--- src/rtl/fetch_queue.sv ---
// rtl/fetch_queue.sv - dual-issue instruction fetch queue (64-bit packets in, two oldest instructions out).
// Optional same-cycle bypass when empty: define FETCH_QUEUE_BYPASS_EN.
module fetch_queue #(
  parameter int DEPTH  = 8,
  parameter int ADDR_W = 10
) (
  input  logic                       clock_i,
  input  logic                       resetn_i,
  input  logic                       enq_valid_i,
  input  logic [63:0]                data_i,
  input  logic [ADDR_W-1:0]          addr_i,
  input  logic                       skip_lo_i,
  output logic                       imemstall_o,
  input  logic                       flush_i,
  input  logic [1:0]                 deq_cnt_i,
  output logic                       valid0_o,
  output logic                       valid1_o,
  output logic [31:0]                inst0_o,
  output logic [31:0]                inst1_o,
  output logic [ADDR_W+2:0]          pc0_o,
  output logic [ADDR_W+2:0]          pc1_o,
  output logic [$clog2(DEPTH):0]     count_o
);

  localparam int PTR_W = $clog2(DEPTH);
  localparam int CNT_W = PTR_W + 1;
  localparam int IDX_W = ADDR_W + 1;
  localparam logic [31:0] NOP = 32'h0000_0013;

  logic [31:0]      inst_mem_q [DEPTH];
  logic [31:0]      inst_mem_d [DEPTH];
  logic [IDX_W-1:0] idx_mem_q  [DEPTH];
  logic [IDX_W-1:0] idx_mem_d  [DEPTH];
  logic [PTR_W-1:0] head_q, head_d, tail_q, tail_d, head1, tail1;
  logic [CNT_W-1:0] count_q, count_d;

  logic             stall, enq_ok;
  logic [CNT_W-1:0] enq_n, deq_n, avail;
  logic [1:0]       deq_req;
  logic [31:0]      in0_inst, in1_inst, view0_inst, view1_inst;
  logic [IDX_W-1:0] in0_idx, in1_idx, view0_idx, view1_idx;

  always_comb begin
    stall    = count_q > CNT_W'(DEPTH - 2);
    enq_ok   = enq_valid_i & ~stall & ~flush_i;
    // With skip_lo_i the first instruction written is slot 1.
    in0_inst = skip_lo_i ? data_i[63:32] : data_i[31:0];
    in0_idx  = {addr_i, skip_lo_i};
    in1_inst = data_i[63:32];
    in1_idx  = {addr_i, 1'b1};
    enq_n    = enq_ok ? (skip_lo_i ? CNT_W'(1) : CNT_W'(2)) : '0;
    deq_req  = (deq_cnt_i == 2'd3) ? 2'd2 : deq_cnt_i;
    head1    = head_q + PTR_W'(1);
    tail1    = tail_q + PTR_W'(1);

    avail      = count_q;
    view0_inst = inst_mem_q[head_q];
    view0_idx  = idx_mem_q[head_q];
    view1_inst = inst_mem_q[head1];
    view1_idx  = idx_mem_q[head1];
`ifdef FETCH_QUEUE_BYPASS_EN
    // Empty queue: present the incoming packet directly. It is still written at
    // the tail; head advancing past consumed entries discards them.
    if (count_q == '0 && enq_ok) begin
      avail      = enq_n;
      view0_inst = in0_inst;
      view0_idx  = in0_idx;
      view1_inst = in1_inst;
      view1_idx  = in1_idx;
    end
`endif
    deq_n = (CNT_W'(deq_req) > avail) ? avail : CNT_W'(deq_req);

    inst_mem_d = inst_mem_q;
    idx_mem_d  = idx_mem_q;
    if (enq_ok) begin
      inst_mem_d[tail_q] = in0_inst;
      idx_mem_d[tail_q]  = in0_idx;
      if (!skip_lo_i) begin
        inst_mem_d[tail1] = in1_inst;
        idx_mem_d[tail1]  = in1_idx;
      end
    end

    if (flush_i) begin
      count_d = '0;
      head_d  = '0;
      tail_d  = '0;
    end else begin
      count_d = count_q + enq_n - deq_n;
      head_d  = head_q + deq_n[PTR_W-1:0];
      tail_d  = tail_q + enq_n[PTR_W-1:0];
    end

    valid0_o    = avail >= CNT_W'(1);
    valid1_o    = avail >= CNT_W'(2);
    inst0_o     = valid0_o ? view0_inst : NOP;
    inst1_o     = valid1_o ? view1_inst : NOP;
    pc0_o       = valid0_o ? {view0_idx, 2'b00} : '0;
    pc1_o       = valid1_o ? {view1_idx, 2'b00} : '0;
    count_o     = count_q;
    imemstall_o = stall;
  end

  always_ff @(posedge clock_i) begin
    if (!resetn_i) begin
      count_q <= '0;
      head_q  <= '0;
      tail_q  <= '0;
    end else begin
      count_q <= count_d;
      head_q  <= head_d;
      tail_q  <= tail_d;
    end
  end

  // Storage contents are don't-care after reset; only the pointers matter.
  always_ff @(posedge clock_i) begin
    inst_mem_q <= inst_mem_d;
    idx_mem_q  <= idx_mem_d;
  end

endmodule

--- config.mk ---
export PLATFORM = sky130hd
export DESIGN_NAME = fetch_queue
export DESIGN_NICKNAME = d
export VERILOG_FILES = /design/src/rtl/fetch_queue.sv
export SDC_FILE = /design/constraint.sdc
export NUM_CORES = 1
export LEC_CHECK = 0
export CORE_MARGIN = 2
export CORE_UTILIZATION = 36
export DETAILED_ROUTE_END_ITERATION = 10
export MAX_ROUTING_LAYER = met4
export PLACE_DENSITY_LB_ADDON = 0.15
export SLEW_MARGIN = 5
export SYNTH_ARGS = -nofsm -noshare
export SYNTH_HDL_FRONTEND = slang
export SYNTH_SLANG_ARGS = --single-unit
export TNS_END_PERCENT = 20
--- constraint.sdc ---
create_clock -name clock_i -period 97.1 [get_ports clock_i]
set_input_delay 14.565 -clock clock_i [delete_from_list [all_inputs] [get_ports clock_i]]
set_output_delay 14.565 -clock clock_i [all_outputs]
set_load 0.01 [all_outputs]
==> qor.yml <==
global_route:
  grt.overflow.total: 0
  grt_pass1_vias: 18500
  grt_pass1_wl_um: 123000
  grtUsageTotal_pct: 24.7
  grt_max_degree: 152
  antenna_found_initial: 0
worst_setup_path:
  critPathSlowestCell: "dfxtp_1"
  worst-r2r-setup-slack_ps: 93230
  cpLargestDelayFamily: "buffers and inverters"
  critPathMaxFanout: 73
  cp.required_ps: 82530
  cp-end-kind: "output port"
  path_class: "reg2out"
  rr_worst_depth: 7
  startpoint_type: "flip-flop"
  r2r_end: "inst_mem_q[125]$_DFFE_PN_"
  worstPathArrival_ps: 5290
  critPathMaxStageDelay_ps: 910
  crit_chain: "ha_4 > buf_4 > mux2_2 > o22ai_1 > a2111oi_0 > clkdlybuf4s50_1"
  r2r_start: "count_o[2]$_SDFF_PP0_"
  crit_path_start: "head_q[0]$_SDFF_PP0_"
  cp_num_buf_inv: 2
synthesis:
  ys.flop_type: "edfxtp_1"
  ys_seq_elements: 354
  synth_cell_type_count: 52
  yosys_warnings: 0
  synth_top_area_share_pct: 43.6
  synthesis.area_um2: 23700
  synth_area_leaders: "edfxtp_1 44%, mux2i_1 11%, o21ai_0 8.9%"
  synth_edf_count: 344
  synth_top_area_cell: "edfxtp_1"
  avgSynthCellArea_um2: 9.79
  ys_async_sr_fraction_pct: 0
  seq_area_frac_synth_pct: 44.4
  synthCells: 2423
  synth_commonest_cells: "496 x nand2_1, 420 x o21ai_0, 344 x edfxtp_1, 249 x mux2i_1, 136 x clkbuf_1"
  synth_most_common_cell: "nand2_1"
die:
  boundaryPins: 178
  core_area_um2: 65500
  die-area_um2: 67900
  start_util_pct: 36.2
  row_count: 94
  die_height_um: 261
  die_w_um: 261
timing:
  clock_skew_ps: 16.0
  rsz0062_at_grt: "false"
  period_share_pct: 20.4
  whs_ps: 584
  tightest_slew_ps: 1280
  max-slew-margin-rel_pct: 12.6
  setup_violations: 0
  drv_slew: 0
  hold_viol: 0
  fin_crit_ps: 19860
  clock.fmax_ghz: 0.0504
  fin_setup_tns_ps: 0
clocking:
  cts_resized: 0
  clock-sinks: 354
  ctsHoldBuffers: 0
  cts.htree.levels: 2
  cts-root-buf: "clkbuf_16"
  numCtsBuffers: 45
  clockBufferDepth: 3
  cts_setup_buffers: 0
  clk_latency_ps: 600
  cts_tree: "done"
  clkTransAtPathRegs_ps: 60
cells_and_area:
  stdcell_count: 3322
  fillers: 6229
  synthToLayoutAreaGrowth_pct: 14.3
  drive_above_1_share_pct: 11.4
  nets: 2526
  diodes: 0
power_and_ir_drop:
  leakage_uw: 0.00846
  power.density_nw_per_um2: 22.1
  vdd_drop_max_mv: 0.0170
  finalPower_uw: 599
min_path:
  min_path_type: "reg2reg"
  holdPathStages: 1
  hp-start: "idx_mem_q[2]$_DFFE_PN_"
  hold-path-endpoint: "idx_mem_q[2]$_DFFE_PN_"
route:
  drc: 0
  firstDrtPassIters: 5
  vias: 19500
  ant_nets: 0
  drt-total-wl_um: 83100
  drt_iter0_drc: 2073
  wl_per_cell_um: 25.0
  vias_per_cell: 5.87
placement:
  placed_cells: 3245
  port_buffers: 173
  gp_congestion: 0.804
  post-dp-hpwl_um: 43900
run:
  drv_cap: 0
outcome:
  status: "finished, final reports clean"
[flip-flops by register name, indices dropped and copies added, names as in the netlist]
signal	flops
count_o	4
inst_mem_q	256
idx_mem_q	88
head_q	3
tail_q	3
[layout by cell type, fill, tap and decap left out, types with 40 or more instances in the layout]
cell and n:
edfxtp_1 344, nor2b_1 52, clkdlybuf4s50_1 172, a211oi_1 72
o22ai_1 40, a221oi_1 40, mux2i_1 249, mux2_2 130
nor2_1 40, a22oi_1 40, clkbuf_16 45, o21ai_0 420
nand2_1 495
[where the power goes]
part | total (µW) | internal (µW) | switching (µW)
Combinational | 238 | 100 | 137
Sequential | 201 | 189 | 11.6
Clock | 161 | 90.8 | 70.0
Total | 599 | 380 | 219
[kinds of logic (layout without fill, tap and decap cells)]
group	Yosys count	in the layout	share of synthesized area, %
mux	415	415	19.0
other cells	1	4	0.0158
xor+xnor	8	8	0.438
buf+inv	260	292	5.02
compound gates	736	736	18.8
simple gates	632	632	11.3
flops	354	354	44.4
fa+ha+maj	17	17	1.02
[final cells by class]
cell class	count	area [µm²]	share of cell area, %
multi-input combinational	1812	12100	44.8
timing repair buffer	204	1970	7.28
inverter	11	41.3	0.152
clock buffer	55	1170	4.33
sequential	354	10500	38.9
tap	864	1080	3.99
clock inverter	22	168	0.618
[metal layers]
| metal | wire (µm) | GRT usage (%) | vias to the layer above |
|---|---|---|---|
| li1 | - | - | 8980 |
| met1 | 37900 | 34.7 | 9585 |
| met2 | 37700 | 37.6 | 772 |
| met3 | 5460 | 3.09 | 147 |
| met4 | 2010 | 6.60 | 0 |
| met5 | 0 | - | - |
[stage by stage]
stage	util, %	setup WS [ps]	instance area [µm²]
detailed placement	39.3	77710	25800
floorplan	-	54800	23700
CTS	41.4	77090	27100
finish	41.4	77240	27100
global route	41.4	77010	27100
global placement	39.3	77780	25800
[how the worst max path moves through the flow]
stage,depth (start not counted),slack [ps],endpoint
CTS,6,77090,inst1_o[31]
floorplan,8,54800,count_o[2]$_SDFF_PP0_
global placement,6,77780,inst1_o[31]
global route,6,77010,inst1_o[31]
detailed placement,6,77710,inst1_o[31]
finish,6,77240,inst1_o[24]
Note: power is estimated with default switching activity, not from simulation.
